$ cat config.mk
export PLATFORM = sky130hd
export DESIGN_NAME = trajectory_scan_ctrl_flat
export DESIGN_NICKNAME = d
export VERILOG_FILES = /design/src/rtl/trajectory_scan_ctrl_if.sv /design/src/rtl/trajectory_scan_ctrl.sv /design/src/flat_wrapper.sv
export SDC_FILE = /design/constraint.sdc
export NUM_CORES = 1
export LEC_CHECK = 0
export ABC_AREA = 1
export CORE_MARGIN = 8
export CORE_UTILIZATION = 44
export DETAILED_ROUTE_END_ITERATION = 6
export PLACE_DENSITY_LB_ADDON = 0.08
export SLEW_MARGIN = 20
export SYNTH_ARGS = -nofsm -noshare
export SYNTH_HDL_FRONTEND = slang
export SYNTH_SLANG_ARGS = --single-unit
$ cat constraint.sdc
create_clock -name CLK -period 3.4 [get_ports CLK]
set_input_delay 0.51 -clock CLK [delete_from_list [all_inputs] [get_ports CLK]]
set_output_delay 0.51 -clock CLK [all_outputs]
set_load 0.05 [all_outputs]
$ cat src/rtl/trajectory_scan_ctrl_if.sv
// Signal bundle between the planner, the two grid RAMs and trajectory_scan_ctrl.
// hit_count exists only when TRAJ_SCAN_FULL_EN is defined.
interface trajectory_scan_ctrl_if #(
    parameter int ADDR_W = 11,
    parameter int DATA_W = 32
);
    logic              start;
    logic              abort;
    logic              busy;
    logic              done;
    logic              rd_en;
    logic [ADDR_W-1:0] rd_addr;
    logic [DATA_W-1:0] traj_rdata;
    logic [DATA_W-1:0] obst_rdata;
    logic [7:0]        deadline;
    logic              hit_valid;
    logic [ADDR_W-1:0] hit_addr;
`ifdef TRAJ_SCAN_FULL_EN
    logic [ADDR_W:0]   hit_count;

    modport master (
        input  start, abort, traj_rdata, obst_rdata,
        output busy, done, rd_en, rd_addr, deadline, hit_valid, hit_addr, hit_count
    );

    modport slave (
        output start, abort, traj_rdata, obst_rdata,
        input  busy, done, rd_en, rd_addr, deadline, hit_valid, hit_addr, hit_count
    );
`else
    modport master (
        input  start, abort, traj_rdata, obst_rdata,
        output busy, done, rd_en, rd_addr, deadline, hit_valid, hit_addr
    );

    modport slave (
        output start, abort, traj_rdata, obst_rdata,
        input  busy, done, rd_en, rd_addr, deadline, hit_valid, hit_addr
    );
`endif
endinterface

$ cat src/rtl/trajectory_scan_ctrl.sv
// Walks the trajectory and obstacle grids together and turns the first collision into a deadline code.
// Define TRAJ_SCAN_FULL_EN to scan every word and count all colliding words (adds hit_count).
module trajectory_scan_ctrl #(
    parameter int DEPTH      = 2048,
    parameter int ADDR_W     = 11,
    parameter int DATA_W     = 32,
    parameter int TIME_SHIFT = 3
) (
    input  logic                  CLK,
    input  logic                  RST_n,
    trajectory_scan_ctrl_if.master bus
);

    typedef enum logic [1:0] {IDLE, SCAN, DRAIN, FIN} state_t;

`ifdef TRAJ_SCAN_FULL_EN
    localparam bit EARLY_EXIT = 1'b0;
`else
    localparam bit EARLY_EXIT = 1'b1;
`endif

    state_t            r_state;
    state_t            w_nextState;
    logic [ADDR_W-1:0] r_rdAddr;
    logic              r_cmpValid;
    logic [ADDR_W-1:0] r_cmpAddr;
    logic [7:0]        r_deadline;
    logic              r_hitValid;
    logic [ADDR_W-1:0] r_hitAddr;

    logic [DATA_W-1:0] w_andWord;
    logic              w_hit;
    logic              w_lastIssue;
    logic              w_rdEn;
    logic              w_commit;
    logic              w_finHit;
    logic [ADDR_W-1:0] w_finAddr;
    logic [ADDR_W-1:0] w_t;
    logic [7:0]        w_deadline;

    assign w_andWord   = bus.traj_rdata & bus.obst_rdata;
    assign w_hit       = r_cmpValid && (w_andWord != '0);
    assign w_lastIssue = (r_state == SCAN) && (r_rdAddr == ADDR_W'(DEPTH - 1));

    // Abort outranks everything, including a hit seen in the same cycle.
    always_comb begin
        w_nextState = r_state;
        w_rdEn      = 1'b0;
        w_commit    = 1'b0;
        case (r_state)
            IDLE: begin
                if (bus.start && !bus.abort)
                    w_nextState = SCAN;
            end
            SCAN: begin
                w_rdEn = !(EARLY_EXIT && w_hit);
                if (bus.abort) begin
                    w_nextState = IDLE;
                end else if (EARLY_EXIT && w_hit) begin
                    w_nextState = FIN;
                    w_commit    = 1'b1;
                end else if (w_lastIssue) begin
                    w_nextState = DRAIN;
                end
            end
            DRAIN: begin
                if (bus.abort) begin
                    w_nextState = IDLE;
                end else if (r_cmpValid) begin
                    w_nextState = FIN;
                    w_commit    = 1'b1;
                end
            end
            FIN: begin
                w_nextState = IDLE;
            end
            default: begin
                w_nextState = IDLE;
            end
        endcase
    end

`ifdef TRAJ_SCAN_FULL_EN
    logic              r_anyHit;
    logic [ADDR_W-1:0] r_firstAddr;
    logic [ADDR_W:0]   r_hitCnt;
    logic [ADDR_W:0]   r_hitCount;

    assign w_finHit  = r_anyHit || w_hit;
    assign w_finAddr = r_anyHit ? r_firstAddr : r_cmpAddr;

    // Accumulates the first collision and the collision count over the whole scan.
    always_ff @(posedge CLK or negedge RST_n) begin
        if (!RST_n) begin
            r_anyHit    <= 1'b0;
            r_firstAddr <= '0;
            r_hitCnt    <= '0;
            r_hitCount  <= '0;
        end else if (r_state == IDLE && w_nextState == SCAN) begin
            r_anyHit    <= 1'b0;
            r_firstAddr <= '0;
            r_hitCnt    <= '0;
            r_hitCount  <= '0;
        end else if (r_state == SCAN || r_state == DRAIN) begin
            if (w_hit) begin
                r_hitCnt <= r_hitCnt + 1'b1;
                if (!r_anyHit) begin
                    r_anyHit    <= 1'b1;
                    r_firstAddr <= r_cmpAddr;
                end
            end
            if (w_commit)
                r_hitCount <= r_hitCnt + {{ADDR_W{1'b0}}, w_hit};
        end
    end

    assign bus.hit_count = r_hitCount;
`else
    assign w_finHit  = w_hit;
    assign w_finAddr = r_cmpAddr;
`endif

    assign w_t = w_finAddr >> TIME_SHIFT;

    always_comb begin
        w_deadline = 8'd255;
        if (w_finHit) begin
            if (w_t == '0)
                w_deadline = 8'd0;
            else if (w_t > ADDR_W'(254))
                w_deadline = 8'd254;
            else
                w_deadline = 8'(w_t);
        end
    end

    // The read address and its compare flag travel one cycle apart so each compare knows its word index.
    always_ff @(posedge CLK or negedge RST_n) begin
        if (!RST_n) begin
            r_state    <= IDLE;
            r_rdAddr   <= '0;
            r_cmpValid <= 1'b0;
            r_cmpAddr  <= '0;
            r_deadline <= '0;
            r_hitValid <= 1'b0;
            r_hitAddr  <= '0;
        end else begin
            r_state    <= w_nextState;
            r_cmpValid <= w_rdEn && !bus.abort;
            r_cmpAddr  <= r_rdAddr;
            if (r_state == IDLE)
                r_rdAddr <= '0;
            else if (r_state == SCAN)
                r_rdAddr <= r_rdAddr + 1'b1;
            if (w_commit) begin
                r_deadline <= w_deadline;
                r_hitValid <= w_finHit;
                if (w_finHit)
                    r_hitAddr <= w_finAddr;
            end
        end
    end

    assign bus.busy      = (r_state == SCAN) || (r_state == DRAIN);
    assign bus.done      = (r_state == FIN);
    assign bus.rd_en     = w_rdEn;
    assign bus.rd_addr   = r_rdAddr;
    assign bus.deadline  = r_deadline;
    assign bus.hit_valid = r_hitValid;
    assign bus.hit_addr  = r_hitAddr;

endmodule

$ cat src/flat_wrapper.sv
// flat-port wrapper written by rule: the top's interface ports become plain ports
module trajectory_scan_ctrl_flat 
#(
    parameter int DEPTH      = 2048,
    parameter int ADDR_W     = 11,
    parameter int DATA_W     = 32,
    parameter int TIME_SHIFT = 3
)
  (CLK, RST_n, bus_start, bus_abort, bus_traj_rdata, bus_obst_rdata, bus_busy, bus_done, bus_rd_en, bus_rd_addr, bus_deadline, bus_hit_valid, bus_hit_addr);
  trajectory_scan_ctrl_if #(.ADDR_W(ADDR_W), .DATA_W(DATA_W)) bus_i ();
  input  logic CLK;
  input  logic RST_n;
  input wire logic [$bits(bus_i.start)-1:0] bus_start;
  input wire logic [$bits(bus_i.abort)-1:0] bus_abort;
  input wire logic [$bits(bus_i.traj_rdata)-1:0] bus_traj_rdata;
  input wire logic [$bits(bus_i.obst_rdata)-1:0] bus_obst_rdata;
  output wire logic [$bits(bus_i.busy)-1:0] bus_busy;
  output wire logic [$bits(bus_i.done)-1:0] bus_done;
  output wire logic [$bits(bus_i.rd_en)-1:0] bus_rd_en;
  output wire logic [$bits(bus_i.rd_addr)-1:0] bus_rd_addr;
  output wire logic [$bits(bus_i.deadline)-1:0] bus_deadline;
  output wire logic [$bits(bus_i.hit_valid)-1:0] bus_hit_valid;
  output wire logic [$bits(bus_i.hit_addr)-1:0] bus_hit_addr;
  assign bus_i.start = bus_start;
  assign bus_i.abort = bus_abort;
  assign bus_i.traj_rdata = bus_traj_rdata;
  assign bus_i.obst_rdata = bus_obst_rdata;
  assign bus_busy = bus_i.busy;
  assign bus_done = bus_i.done;
  assign bus_rd_en = bus_i.rd_en;
  assign bus_rd_addr = bus_i.rd_addr;
  assign bus_deadline = bus_i.deadline;
  assign bus_hit_valid = bus_i.hit_valid;
  assign bus_hit_addr = bus_i.hit_addr;
  trajectory_scan_ctrl #(.DEPTH(DEPTH), .ADDR_W(ADDR_W), .DATA_W(DATA_W), .TIME_SHIFT(TIME_SHIFT)) u_core (.CLK(CLK), .RST_n(RST_n), .bus(bus_i));
endmodule
* Word level (Yosys, flattened, before mapping)
Cells that the tools add are included.
Word-level totals: flip-flop bits (word level) 45, input bits 68, output and inout port bits 34, logic and storage cells 48
Cells by class: $add $sub $neg 1, $lt $le $gt $ge 1, equality and inequality tests 7, multiplexer cells 18, bitwise gates (word level) 1, reductions and logical operators 13
Operator list (count):
- $and 32x32->32 | 1
- $reduce_bool 32->1 | 1
- $mux 8 | 3
- $mux 11 | 2
- $mux 2 | 6
- $add 11x1->11 const B | 1
- $eq 11x11->1 const B | 1
- $logic_not 11->1 | 1
- $gt 8x8->1 const B | 1
- $pmux 2 s4 | 1
- $mux 1 | 5
- $eq 2x2->1 const B | 2
- $logic_and 1x1->1 | 4
- $ne 4x2->1 const B | 1
- $ne 3x2->1 const B | 1
- $reduce_and 3->1 | 1
- $eq 2x1->1 const B | 1
- $logic_not 1->1 | 2
- $logic_not 2->1 | 1
- $ne 2x1->1 const B | 1
- $pmux 1 s2 | 1
- $reduce_and 2->1 | 1
- $reduce_bool 2->1 | 1
- $logic_or 1x1->1 | 1

* Depth between registers and ports, before layout
depth in word-level cells 7, mapped depth 13, mapped depth without buffers 12

* Least setup slack after synthesis
Ideal clock, no wire load.
kind input-to-output, from input port bus_traj_rdata[10], to output port bus_rd_en, arrival 1731 ps, data required time 2890 ps, path slack 1159 ps, cell stages on the path 9, path buffers 0, cell sequence nand2_1 nand2_1 nor2_1 nand2_1 nor2_1 nand2_1 nand2_1 inv_2 nor2_1
Between the ends: word-level cells in the longest chain between the ends 5
RTL lines:
- from (decl) | line flat_wrapper.sv:15 | input wire logic [$bits(bus_i.traj_rdata)-1:0] bus_traj_rdata;
- $and 32x32->32 | line trajectory_scan_ctrl.sv:41 | assign w_andWord = bus.traj_rdata & bus.obst_rdata;
- $reduce_bool 32->1 | line trajectory_scan_ctrl.sv:42 | assign w_hit = r_cmpValid && (w_andWord != '0);
- $logic_and 1x1->1 | line trajectory_scan_ctrl.sv:42
- $logic_not 1->1 | line trajectory_scan_ctrl.sv:56 | w_rdEn = !(EARLY_EXIT && w_hit);
- $mux 1 | line trajectory_scan_ctrl.sv:50 | case (r_state)
- to (decl) | line flat_wrapper.sv:19 | output wire logic [$bits(bus_i.rd_en)-1:0] bus_rd_en;
Every way passes these cells.

* Final worst setup path
from register u_core.r_state[0], to output port bus_busy
Between the ends: word-level cells in the longest chain between the ends 2, elaborated cells on any way between the ends 3, classes of those cells eq/ne: 2; reduce/logical: 1
RTL lines:
- from (decl) | line trajectory_scan_ctrl.sv:22 | state_t r_state;
- from (signal assigned) | line trajectory_scan_ctrl.sv:148 | r_state <= w_nextState;
- $eq 2x1->1 or $eq 2x2->1 (tied branches) | line trajectory_scan_ctrl.sv:164 | assign bus.busy = (r_state == SCAN) || (r_state == DRAIN);
- $logic_or 1x1->1 (*) | line trajectory_scan_ctrl.sv:164
- to (decl) | line flat_wrapper.sv:17 | output wire logic [$bits(bus_i.busy)-1:0] bus_busy;
Mark *: on every way between the ends. The rest lies on a longest branch, timed or not.

==> results by group <==
Outcome
  – Status: completed

Global route
  – Largest net degree at the start of global routing: 46
  – Gr usage total: 0.162
  – First-pass GRT wire length: between 9000 and 10000 um
  – Initial antenna violation count: 0
  – Via count of the first global-routing pass: roughly 2000
  – Total congestion overflow: 0

Layout
  – N_diodes: 0
  – Reg area: ~1100 um^2
  – Fin util: 0.705
  – Fill count: just over 400
  – Area growth syn-to-layout: 54.4%
  – Final #Nets: 448
  – Final Cell Area: 3350 um^2
  – Layout cell share with drive strength beyond 1: 0.0665
  – Multi-input logic area: 906 um^2

Placement
  – Gpl congestion: about 0.8
  – Pre-CTS setup slack: roughly 0.94 ns
  – DP Wirelength: around 4800 um
  – DP Area: between 3000 and 4000 um^2
  – Port Buf Inserts: between 100 and 150

Logic synthesis
  – Commonest cells in the synthesized netlist: 106 x nand2_1, 45 x dfrtp_1, 28 x inv_1
  – Yosys Warn Count: 0
  – Async SR Flop Fraction: 1.00
  – Area contributors post-synth: dfrtp_1 52%, nand2_1 18%, inv_1 4.8%
  – Largest area contributor in the netlist: dfrtp_1
  – Synthesized area: ~2200 um^2
  – Top FF cell, synth: dfrtp_1
  – Yosys cell types: 26
  – Syn_area_per_cell: around 8.0 um^2
  – Most frequent cell after synthesis: nand2_1
  – Cells after synthesis: roughly 270
  – Synthesized flop and latch total: between 40 and 50
  – Number of flops mapped to enable cells by yosys: 0
  – Area share of the leading cell type in the synthesized netlist: 0.519
  – Register area share after synthesis: 0.519
  – Net count after synthesis: ~340

STA
  – Fmax: 366 MHz
  – Final hold violations: 0
  – Rel. slew slack: 0.370
  – Setup Skew: approximately 0.0041 ns
  – Least-Margin Pin Slew: ~0.94 ns
  – Setup-failing EPs final: 0
  – Period utilisation layout: 0.804
  – Final min period: 2.73 ns
  – Slew Viols, Final: 0
  – Setup TNS: 0 ns
  – Final Worst Setup Slack: approximately 0.67 ns
  – RSZ-0062 raised after global routing: no
  – Worst hold slack: 0.361 ns

Worst setup path
  – Family with the most delay on the worst path: buffers and inverters
  – CP Class: flop to primary output
  – CP endpoint kind: primary output
  – Critical path depth: 3
  – CP arrival: ~2.2 ns
  – R2R depth: 4
  – CP max stage cell: clkdlybuf4s50_1
  – Worst Path Max Fanout: 11
  – CP startpoint kind: flop
  – Worst EP required: approximately 2.9 ns
  – CP Buf/Inv Count: 2
  – CP Cell Sequence: inv_1 -> ha_1 -> clkdlybuf4s50_1
  – Max incr delay on CP: 0.89 ns

Pwr
  – LEAKAGE: between 1.5 and 2 nW
  – Max VDD drop: a little over 0.0006 V
  – Cell Pwr Density: 609 nW/um^2

Floorplanning
  – # IOs: around 100
  – Initial Util: 0.457
  – Die Wd: roughly 86 um
  – Die H: between 80 and 90 um
  – Die area: between 7000 and 8000 um^2
  – Num rows: 25
  – Core Footprint: between 4000 and 5000 um^2

CTS
  – Post-cts resize count: 0
  – Worst skew pair latency: 0.29 ns
  – Clock root cell: clkbuf_8
  – TritonCTS Sinks: 45
  – Setup Buffers After CTS: 0
  – Clock Pin Slew Worst Setup and Hold Paths: roughly 0.080 ns
  – Post-CTS Hold Fix Bufs: 0
  – TritonCTS buffer count: 5
  – Clk buf depth: 2
  – CTS tree: yes
  – H-tree depth: 2

Drt
  – Final ANT Viol Nets: 0
  – Routed len/inst: approximately 13 um
  – Total number of vias: around 2100
  – Drt drc: 0
  – Routed Wire Length: slightly below 6000 um
  – Vias per std cell: ~4.6
  – Drt initial violations: 117
  – TritonRoute pass-1 iters: 4

Hold path
  – Hold WC Path Type: primary input to asynchronous set/reset pin

Job
  – Max_cap viols: 0
-- final cells by class --
class                      count  area share
multi-input combinational    191       0.270
sequential                    45       0.336
clock inverter                 1     0.00896
inverter                      31      0.0347
tap                           67      0.0250
clock buffer                   7      0.0258
timing repair buffer         101       0.299
-- registers in the layout, summed over array words and instances (netlist names) --
signal / cells
u_core.bus.rd_addr: 11
u_core.bus.hit_addr: 11
u_core.r_cmpAddr: 11
u_core.r_cmpValid: 1
u_core.r_state: 2
u_core.bus.deadline: 8
u_core.bus.hit_valid: 1
-- final timing paths --
| check | end | slack, ns | start |
|---|---|---|---|
| setup / recovery | bus_busy | 0.67 | u_core.r_state[0] |
| hold / removal | u_core.bus.hit_addr[4] | 0.36 | RST_n |
| setup reg to reg | u_core.bus.hit_addr[2] | 1.26 | u_core.r_state[0] |
| hold reg to reg | u_core.r_cmpAddr[10] | 0.40 | u_core.bus.rd_addr[10] |
| max in group asynchronous | u_core.bus.rd_addr[7] | 2.46 | RST_n |
| min in group CLK | u_core.r_cmpAddr[10] | 0.40 | u_core.bus.rd_addr[10] |
-- power by group --
part	switching, mW	internal, mW	total, mW	leakage [nW]
registers	0.0654	0.627	0.692	0.610
logic	0.620	0.324	0.944	0.897
clock network	0.165	0.239	0.404	0.0585
total	0.850	1.19	2.04	1.56
-- metrics by stage --
| stage | instances | total power [mW] |
|---|---|---|
| 2_1_floorplan | 271 | 1.32 |
| 3_3_place_gp | 435 | 1.63 |
| 3_5_place_dp | 435 | 1.65 |
| 4_1_cts | 443 | 2.06 |
| 5_1_grt | 443 | 2.16 |
| 6_report | 443 | 2.04 |
-- worst register-to-register path, cell delays in order, from the launching register on --
cell       delay (ns)
dfrtp_1          0.40
inv_1            0.08
ha_1             0.56
o2111ai_2        0.58
o21ai_0          0.41
-- routing by layer --
layer	routed length, um	track usage	share of wire	up-vias
met5	0	0	0	-
met4	90	0.0423	0.015	0
met3	260	0.0435	0.044	10
met2	3200	0.297	0.54	52
met1	2380	0.179	0.40	931
li1	-	-	-	1063
-- cell families (layout without fill, tap and decap cells) --
family,after synthesis,count (layout),share of synthesized area
flip-flops,45,45,0.519
XOR/XNOR,1,1,0.00404
adder cells (fa/ha/maj),5,5,0.0288
AND/OR/NAND/NOR,156,156,0.311
AO/OA/AOI/OAI,29,29,0.0738
buffers and inverters,35,140,0.0640
-- cell usage in the layout, fill, tap and decap left out --
master,n
a21oi_1,8
a31oi_1,1
and3_1,1
buf_2,1
buf_4,1
bufinv_16,1
clkbuf_1,1
clkbuf_8,6
clkdlybuf4s50_1,99
dfrtp_1,45
ha_1,5
inv_1,28
inv_2,3
nand2_1,106
nand2_2,2
nand2_4,1
nand3_1,12
nand4_1,3
nand4_2,2
nor2_1,17
nor2_2,4
nor2_4,1
nor3_1,4
nor3_2,1
nor4_1,2
o2111ai_2,1
o21ai_0,11
o21ai_1,7
o21ai_2,1
xnor2_1,1
No activity file was read; power rests on OpenSTA's default activity.
==> RTL change: new RTL, same flow settings <==
`DEPTH` is set to 2048 in 2 places; all go to 1024.
--- a/src/rtl/trajectory_scan_ctrl.sv
+++ b/src/rtl/trajectory_scan_ctrl.sv
@@ -1,7 +1,7 @@
 // Walks the trajectory and obstacle grids together and turns the first collision into a deadline code.
 // Define TRAJ_SCAN_FULL_EN to scan every word and count all colliding words (adds hit_count).
 module trajectory_scan_ctrl #(
-    parameter int DEPTH      = 2048,
+    parameter int DEPTH      = 1024,
     parameter int ADDR_W     = 11,
     parameter int DATA_W     = 32,
     parameter int TIME_SHIFT = 3
--- a/src/flat_wrapper.sv
+++ b/src/flat_wrapper.sv
@@ -1,7 +1,7 @@
 // flat-port wrapper written by rule: the top's interface ports become plain ports
 module trajectory_scan_ctrl_flat 
 #(
-    parameter int DEPTH      = 2048,
+    parameter int DEPTH      = 1024,
     parameter int ADDR_W     = 11,
     parameter int DATA_W     = 32,
     parameter int TIME_SHIFT = 3
Formal check against the unedited RTL: same outputs for any inputs over 10 cycles, from zero or initial values and one cycle with RST_n low; that may be too few to reach the edited logic, so the function may still have changed.
==> RTL change against the unedited design <==
Combinational power increased by 0.5%. Sequential cell count did not move. Total power down 2.9%. Worst hold slack worse by 260 ps. Synthesized area is 0.69% higher. First-iteration DRC count fell by 61%. Routed wire length down 1.2%. Setup slack better by 21 ps. Final area up 0.30%. Critical path type unchanged. Largest power group unchanged.
==> RTL change: results (changes against the unedited design) <==
INFO  metric vias_per_cell = 4.58 (was 4.64)
INFO  metric post_synth_num_cell_types = 25 (was 26)
INFO  metric outcome = finished clean (unchanged)
INFO  metric regToRegSetupSlack = 1370 ps (was 1260 ps)
INFO  metric synth_top_cells_by_area = sky130_fd_sc_hd__dfrtp_1 52%, sky130_fd_sc_hd__nand2_1 18%, sky130_fd_sc_hd__inv_1 5.0%, sky130_fd_sc_hd__nor2_1 3.1%, sky130_fd_sc_hd__ha_1 2.9% (was sky130_fd_sc_hd__dfrtp_1 52%, sky130_fd_sc_hd__nand2_1 18%, sky130_fd_sc_hd__inv_1 4.8%, sky130_fd_sc_hd__nor2_1 2.9%, sky130_fd_sc_hd__ha_1 2.9%)
INFO  metric worst_vdd_drop = 445 uV (was 606 uV)
INFO  metric p_int = 0.00110 W (was 0.00119 W)
INFO  metric gr-usage-all-layers = 0.160 (was 0.162)
INFO  metric globalplace.congestion = 0.840 (was 0.801)
INFO  metric hpwl_after_detailed_placement = 4.85 mm (was 4.80 mm)
INFO  metric synth_xor_area_frac = 0.00401 (was 0.00403)
INFO  metric drt_wl_total = 5.86 mm (was 5.93 mm)
INFO  metric fin_worst_hold_slack = 101 ps (was 361 ps)
INFO  metric ys_seq_area_frac = 0.515 (was 0.519)
INFO  metric total_leakage_power = 1.55 nW (was 1.56 nW)
INFO  metric critical_path_arrival = 2200 ps (was 2220 ps)
INFO  metric synth_ff_type = sky130_fd_sc_hd__dfrtp_1 (unchanged)
INFO  metric cp_slowest_stage_delay = 890 ps (about the same)
INFO  metric synth-compound-area-share = 0.0767 (was 0.0738)
INFO  metric cts-root-to-sink-buffers = 2 (unchanged)
INFO  metric maxSlewHeadroom = 0.404 (was 0.370)
INFO  metric fin_skew = 7.75 ps (was 4.06 ps)
INFO  metric grt_pass1_vias = 2077 (was 1957)
INFO  metric drt_first_iter_violations = 46 (was 117)
INFO  metric final_layout_size_suffix_gt1_frac = 0.0716 (was 0.0665)
INFO  metric post_layout_nets = 449 (was 448)
## RTL change: metal layers
layer,GRT usage,vias up,wire length [um]
met5,0,-,0
met4,0.0250,0,30
met1,0.177,915,2400
met2,0.310,47,3210
met3,0.0312,6,226
li1,-,1065,-
## RTL change: worst paths after layout
path,start,end,cells after the start
setup / recovery,u_core.r_state[0],bus_busy,3
hold / removal,RST_n,u_core.bus.deadline[0],1
setup reg to reg,u_core.r_state[0],u_core.bus.hit_addr[10],4
hold reg to reg,u_core.bus.rd_addr[10],u_core.r_cmpAddr[10],0
max in group asynchronous,RST_n,u_core.bus.rd_addr[8],2
min in group CLK,u_core.bus.rd_addr[10],u_core.r_cmpAddr[10],0
## RTL change: critical path, delay by kind of cell (launching register included)
kind	cells	cell delay [ps]
adder cells (fa/ha/maj)	1	540
flip-flops	1	400
buffers and inverters	2	970
## RTL change: cell type report
cell class              instances  area share
flip-flops and latches         45       0.335
repair buffers                102       0.304
multi-input cells             190       0.272
inverters                      32      0.0357
well taps                      67      0.0249
clock buffers                   5      0.0205
clock inverters                 3     0.00744
## RTL change: kinds of logic after synthesis
family                   after synthesis
buffers and inverters                 36
adder cells (fa/ha/maj)                5
AO/OA/AOI/OAI                         29
flip-flops                            45
AND/OR/NAND/NOR                      155
XOR/XNOR                               1
## RTL change: power groups by stage
stage	Combinational (W)	Sequential, W	Clock (W)
after global routing	0.00103	0.000704	0.000362
final	0.000949	0.000694	0.000337
after detailed placement	0.000951	0.000704	0
after global placement	0.000933	0.000700	0
after CTS	0.000953	0.000694	0.000340
after floorplan	0.000391	0.000931	0
## RTL change: through the flow
stage                     worst slack, ps  area, um2  instances
after floorplan                      1140       2190        271
after global placement                938       3250        435
after detailed placement              890       3250        435
after CTS                             681       3340        443
after global routing                  604       3360        444
final                                 686       3360        444
